## src/rtl/prefetch_queue.sv

```systemverilog
// prefetch_queue: byte-serial instruction prefetch FIFO between the byte-wide
// program RAM and the fetch/decode logic. Streams sequential bytes into a
// DEPTH-entry FIFO and presents the four oldest bytes plus their address.
// Optional feature macro: PFQ_PROTO_CHECK_EN (flags illegal consume and clamps the pop).
module prefetch_queue #(
    parameter int          DEPTH    = 8,
    parameter int          AW       = 10,
    parameter logic [31:0] RESET_PC = 32'd0
) (
    input  logic                       clk,
    input  logic                       rst,
    input  logic                       flush,
    input  logic [31:0]                flush_pc,
    input  logic                       mem_busy,
    output logic                       mem_en,
    output logic [AW-1:0]              mem_addr,
    input  logic [7:0]                 mem_dout,
    output logic [31:0]                q_bytes,
    output logic [$clog2(DEPTH):0]     q_count,
    output logic [31:0]                q_pc,
    input  logic [2:0]                 consume,
    output logic                       proto_err
);

    localparam int PW = $clog2(DEPTH);
    localparam int CW = PW + 1;

    logic [7:0]    fifo_q [DEPTH];
    logic [PW-1:0] wr_ptr_q, wr_ptr_d;
    logic [PW-1:0] rd_ptr_q, rd_ptr_d;
    logic [CW-1:0] count_q, count_d;
    logic [31:0]   fetch_pc_q, fetch_pc_d;
    logic [31:0]   head_pc_q, head_pc_d;
    logic          pending_q, pending_d;
    logic          perr_q, perr_d;

    logic [CW:0]   occ;
    logic          issue;
    logic [2:0]    pop;
    logic          illegal;

    // Issue a read whenever the FIFO has room for the byte plus the one in flight.
    always_comb begin
        occ   = {1'b0, count_q} + {{CW{1'b0}}, pending_q};
        issue = rst && !flush && !mem_busy && (occ < (CW+1)'(DEPTH));
    end

    assign mem_en   = issue;
    assign mem_addr = fetch_pc_q[AW-1:0];

`ifdef PFQ_PROTO_CHECK_EN
    logic [2:0] pop_max;

    // Illegal consume is flagged and the pop limited to what is actually present.
    always_comb begin
        pop_max = (count_q > CW'(4)) ? 3'd4 : count_q[2:0];
        illegal = (CW'(consume) > count_q) || (consume > 3'd4);
        pop     = illegal ? pop_max : consume;
    end
`else
    assign illegal = 1'b0;
    assign pop     = consume;
`endif

    // Next-state: flush restarts everything at flush_pc; otherwise pop, capture, issue.
    always_comb begin
        wr_ptr_d   = wr_ptr_q;
        rd_ptr_d   = rd_ptr_q;
        count_d    = count_q;
        fetch_pc_d = fetch_pc_q;
        head_pc_d  = head_pc_q;
        pending_d  = 1'b0;
        perr_d     = perr_q;
        if (flush) begin
            wr_ptr_d   = '0;
            rd_ptr_d   = '0;
            count_d    = '0;
            fetch_pc_d = flush_pc;
            head_pc_d  = flush_pc;
            perr_d     = 1'b0;
        end else begin
            count_d   = count_q + CW'(pending_q) - CW'(pop);
            rd_ptr_d  = rd_ptr_q + PW'(pop);
            head_pc_d = head_pc_q + 32'(pop);
            if (pending_q) wr_ptr_d = wr_ptr_q + PW'(1);
            pending_d = issue;
            if (issue) fetch_pc_d = fetch_pc_q + 32'd1;
            perr_d    = perr_q | illegal;
        end
    end

    // Control and pointer registers; reset drops queued data and the in-flight read.
    always_ff @(posedge clk or negedge rst) begin
        if (!rst) begin
            wr_ptr_q   <= '0;
            rd_ptr_q   <= '0;
            count_q    <= '0;
            fetch_pc_q <= RESET_PC;
            head_pc_q  <= RESET_PC;
            pending_q  <= 1'b0;
            perr_q     <= 1'b0;
        end else begin
            wr_ptr_q   <= wr_ptr_d;
            rd_ptr_q   <= rd_ptr_d;
            count_q    <= count_d;
            fetch_pc_q <= fetch_pc_d;
            head_pc_q  <= head_pc_d;
            pending_q  <= pending_d;
            perr_q     <= perr_d;
        end
    end

    // Byte storage: capture the RAM response one edge after its read; a flush discards it.
    always_ff @(posedge clk) begin
        if (pending_q && !flush) fifo_q[wr_ptr_q] <= mem_dout;
    end

    // Head window: the four oldest bytes, lanes beyond count read as zero.
    always_comb begin
        q_bytes = '0;
        for (int i = 0; i < 4; i++) begin
            if (CW'(i) < count_q) q_bytes[8*i +: 8] = fifo_q[rd_ptr_q + PW'(i)];
        end
    end

    assign q_count   = count_q;
    assign q_pc      = head_pc_q;
    assign proto_err = perr_q;

endmodule
```

## config.mk

```make
export PLATFORM = sky130hd
export DESIGN_NAME = prefetch_queue
export DESIGN_NICKNAME = d
export VERILOG_FILES = /design/src/rtl/prefetch_queue.sv
export SDC_FILE = /design/constraint.sdc
export NUM_CORES = 1
export LEC_CHECK = 0
export ABC_AREA = 1
export CORE_MARGIN = 5
export CORE_UTILIZATION = 54
export DETAILED_ROUTE_END_ITERATION = 7
export PLACE_DENSITY = 0.82
export SYNTH_ARGS = -nofsm -noshare
export SYNTH_HDL_FRONTEND = slang
export SYNTH_SLANG_ARGS = --single-unit
```

## constraint.sdc

```tcl
create_clock -name clk -period 2.9 [get_ports clk]
set_input_delay 0.435 -clock clk [delete_from_list [all_inputs] [get_ports clk]]
set_output_delay 0.435 -clock clk [all_outputs]
set_load 0.03 [all_outputs]
```

After elaboration in Yosys (flattened, before gate mapping)
Memories as Yosys holds them, arrays and structs flattened.
Index checks and enable logic that the tools add are counted.

storage, ports and cells
  bits in read-only memories = 0
  latch bits = 0
  input port bits = 47
  memories kept = 1
  register bits after elaboration = 75
  memory bits (writable) = 64

memory list
  memory  depth  bits a word  read ports  clocked after Yosys merged registers in  wr ports  RTL line  text
  fifo_q  8      8            4           0                                        1         28        logic [7:0] fifo_q [DEPTH];

cells by class
  equality and inequality tests = 0
  muxes and demuxes = 14
  bitwise logic cells = 0
  multipliers = 0
  reductions and logical operators = 8
  order comparisons = 5
  add/subtract/negate cells = 10
  div/mod/pow operators = 0
  shifts and indexed selects = 0

operator list
  kind                                                                   count
  32-bit 2-to-1 mux                                                      3
  32-bit by 1-bit adder with 32-bit output (second input constant)       1
  32-bit by 3-bit adder with 32-bit output                               1
  8-bit 2-to-1 mux                                                       4
  3-bit 2-to-1 mux                                                       3
  1-bit by 4-bit < comparator with 1-bit output (first input constant)   2
  2-bit by 4-bit < comparator with 1-bit output (first input constant)   2
  3-bit by 1-bit adder with 3-bit output (second input constant)         2
  3-bit by 2-bit adder with 3-bit output (second input constant)         2
  4-bit by 1-bit adder with 5-bit output                                 1
  5-bit by 4-bit < comparator with 1-bit output (second input constant)  1
  4-bit by 1-bit adder with 4-bit output                                 1
  1-bit logical AND                                                      4
  4-bit 2-to-1 mux                                                       1
  2-bit nonzero test                                                     2
  4-bit by 3-bit subtractor with 4-bit output                            1
  3-bit adder                                                            1
  1-bit 2-to-1 mux                                                       3
  1-bit zero test                                                        2

Longest topological paths before layout
  depth in word-level cells = 6
  mapped depth = 11

Worst setup path before layout
Ideal clock, no wire load.

  path kind = reg2out
  from = reg rd_ptr_q[0]
  to = out q_bytes[28]
  buffers on the path = 4
  required time = 2.465 ns
  cell stages (with the launch flop) = 10
  setup slack = 0.236 ns
  arrival time = 2.229 ns
  cells stage by stage = dfrtp_1 inv_1 buf_2 buf_2 ha_1 buf_2 inv_1 clkbuf_1 o211ai_1 a21oi_1

between the ends
  word-level cells in the longest chain between the ends = 3

RTL lines
  item                                    RTL line  text
  start, declared                         30        logic [PW-1:0] rd_ptr_q, rd_ptr_d;
  start signal, assigned                  104       rd_ptr_q <= rd_ptr_d;
  3-bit by 2-bit adder with 3-bit output  122       if (CW'(i) < count_q) q_bytes[8*i +: 8] = fifo_q[rd_ptr_q + PW'(i)];
  memory 8 x 8 bit                        n/a
  8-bit 2-to-1 mux                        122
  end, declared                           18        output logic [31:0] q_bytes,

No other way between the ends.

Final worst setup path
  from = reg rd_ptr_q[0]
  to = out q_bytes[16]

The elaborated chain is that of the path after synthesis.

==> impl_metrics.py <==
metrics = {
    "final_layout": {
        "fin_area_sq_um": 9060,
        "fill_cells": 1052,
        "area_growth_pct": 26.4,
        "drive_gt1_share_pct": 10.1,
        "antennaDiodeCount": 0,
        "final_nets": 1129,
        "multi_input_area_sq_um": 3450,
        "regArea_sq_um": 3250,
    },
    "global_routing": {
        "grt_pass1_wl_um": 33200,
        "grt_max_degree": 54,
        "grt_util_all_layers_pct": 26.2,
        "overflow": 0,
        "antenna_found_initial": 0,
        "grt_pass1_vias": 6564,
    },
    "place": {
        "portBuffers": 125,
        "dpl_worst_slack_ns": 0.399,
        "placed_area_sq_um": 8490,
        "gp_congestion": 0.942,
        "dp_hpwl_um": 14700,
    },
    "timing": {
        "skew_ns": 0.00939,
        "slew_headroom_pct": 36.5,
        "finalHoldViolCount": 0,
        "final.min_clock_period_ns": 2.82,
        "rsz0062_at_grt": "true",
        "post-route-period-util_pct": 97.4,
        "tightest_slew_ns": 0.948,
        "worst_slack_ns": 0.0760,
        "finalMaxSlewViolations": 0,
        "max_freq_mhz": 354,
        "setup_viol": 0,
    },
    "power": {
        "p_per_area_nw_per_um2": 730,
        "power.total_uw": 6610,
        "p_leak_uw": 0.00394,
        "ir_worst_vdd_mv": 0.489,
    },
    "setup_path": {
        "startpoint_type": "register",
        "crit_arrival_ns": 2.39,
        "critPathCaptureType": "output pin",
        "crit_chain": "clkinvlp_4 -> buf_4 -> nand2_1 -> nand2_1 -> a22o_1 -> nor2_1 -> nor2_1 -> clkdlybuf4s50_1",
        "cp_slowest_cell": "clkdlybuf4s50_1",
        "cpPeakStageDelay_ns": 0.60,
        "critical_path_class": "register to output pin",
        "cp_data_required_time_ns": 2.47,
        "path_max_fanout": 13,
    },
    "floorplanning": {
        "die_w_um": 125,
        "start_util_pct": 54.6,
        "ioPinCount": 127,
        "core_area_sq_um": 13100,
        "rows": 42,
        "die-height_um": 125,
        "die-area_sq_um": 15700,
    },
    "routing": {
        "drcViolationCount": 0,
        "vias": 6854,
        "viasPerCell": 5.47,
        "wl_um": 20400,
        "avgRoutedWirePerCell_um": 16.3,
        "first_pass_iters": 5,
        "ant_nets": 0,
        "first_iter_violations": 642,
    },
    "cts": {
        "cts.sinks": 117,
        "root_buffer": "clkbuf_16",
        "clk_latency_ns": 0.42,
        "cts_hold_buf": 0,
        "clk_transition_reported_paths_ns": 0.06,
        "clk_path_buf_depth": 2,
        "cts_tree": "done",
        "htreeDepth": 4,
        "cts_buffers": 17,
    },
    "min_path": {
        "hp-class": "input port to async pin",
    },
    "synth": {
        "synth_cell_types": 41,
        "synthTopCellsByCount": "nand2_1, nor2_1, inv_1",
        "syn_area_sq_um": 7170,
        "ys_seq_area_share_pct": 45.3,
        "synth.largest_area_cell": "edfxtp_1",
        "postSynthCellCount": 938,
        "async_flop_share_pct": 45.3,
        "syn_nets": 1002,
        "synthFlopType": "edfxtp_1",
        "yosysWarningCount": 0,
        "synth.most_common_cell": "nand2_1",
        "avgSynthCellArea_sq_um": 7.64,
        "synth_top_cell_area_share_pct": 26.8,
        "synth-seq-cells": 117,
        "yosys-top-cells-area": "edfxtp_1, nand2_1, dfrtp_1, nor2_1, nand3_1",
        "synth-edff-count": 64,
    },
    "run": {
        "maxCapViolCount": 0,
    },
    "run_status": {
        "status": "finished, final reports clean",
    },
}
-- cell type report --
class,instances,area share [%]
multi-input combinational,714,38.1
sequential,117,35.9
timing repair buffer,142,14.8
clock buffer,18,4.74
inverter,72,3.02
tap,176,2.43
clock inverter,14,0.994
timing repair inverter,1,0.0552
-- flip-flops by register name (all words and copies together) (netlist names) --
register,count
fetch_pc_q,10
fifo_q,64
pending_q,1
q_count,4
q_pc,32
rd_ptr_q,3
wr_ptr_q,3
-- placed cells by master (no fill, tap or decap), types with 4 or more instances in the layout --
master and n:
buf_4 43, nand2_1 383, nand3_1 55, o22ai_1 6
mux2i_1 9, clkinvlp_4 4, dfrtp_1 52, nor2_1 82
o21ai_0 53, xor2_1 9, clkdlybuf4s50_1 92, ha_1 13
clkinv_2 5, o21ai_1 4, nor2_2 5, a21oi_1 24
inv_1 70, clkinv_4 4, o211ai_1 12, clkbuf_16 17
a41oi_1 10, nand3b_1 6, or2_2 14, edfxtp_1 64
-- timing repair --
item | CTS | global route
setup endpoints to repair | 0 | 26
setup buffers | 0 | 3
endpoints found under the hold margin | 0 | 0
gates resized for setup | 0 | 7
-- final timing paths --
path	slack (ns)	cells past startpoint	from	end
setup / recovery	0.08	8	rd_ptr_q[0]$_DFF_PN0_	q_bytes[16]
hold / removal	0.20	2	rst	fetch_pc_q[4]$_DFFE_PN0P_
setup reg to reg	0.90	4	pending_q$_DFF_PN0_	fifo_q[6][6]$_DFFE_PP_
hold reg to reg	0.56	1	fetch_pc_q[1]$_DFFE_PN0P_	fetch_pc_q[1]$_DFFE_PN0P_
max in group asynchronous	2.19	2	rst	rd_ptr_q[0]$_DFF_PN0_
min in group clk	0.35	4	flush	wr_ptr_q[1]$_DFFE_PN0P_
-- per-layer routing --
layer | vias to the layer above | routed length (um) | track usage, %
met4 | 0 | 487 | 8.74
met2 | 391 | 9270 | 41.2
met3 | 54 | 2220 | 8.66
met1 | 3102 | 8420 | 34.4
met5 | - | 0 | 0
li1 | 3307 | - | -
-- cell families (layout without fill, tap and decap cells) --
kind of cell	Yosys count	in the layout	share of synthesized area (%)
buffers and inverters	107	247	6.69
AOI/OAI and AO/OA	117	117	9.50
other	1	1	0.0523
DFF	117	117	45.3
adders and majority gates	17	17	3.28
and+or+nand+nor	556	556	31.7
muxes	9	9	1.26
xor gates and xnor gates	14	14	2.23
-- critical path, delay by kind of cell, from the launching register on --
kind	cells	cell delay (ns)
buffers and inverters	3	1.00
DFF	1	0.52
and+or+nand+nor	4	0.24
AOI/OAI and AO/OA	1	0.20
-- power by group --
part,switching [uW],internal (uW)
Combinational,1760,1020
Sequential,146,1860
Clock,747,1080
Total,2650,3960
-- per-stage QoR --
stage                     cells  utilization, %  setup TNS (ns)  hold slack, ns
after floorplan             938               -               0           0.139
after global placement     1218            64.6               0           0.528
after detailed placement   1218            64.6               0           0.537
after CTS                  1250            68.6               0           0.222
after global routing       1254            69.0         -0.0922           0.271
final                      1254            69.0               0           0.198
Power figures use the tool's default switching activity.
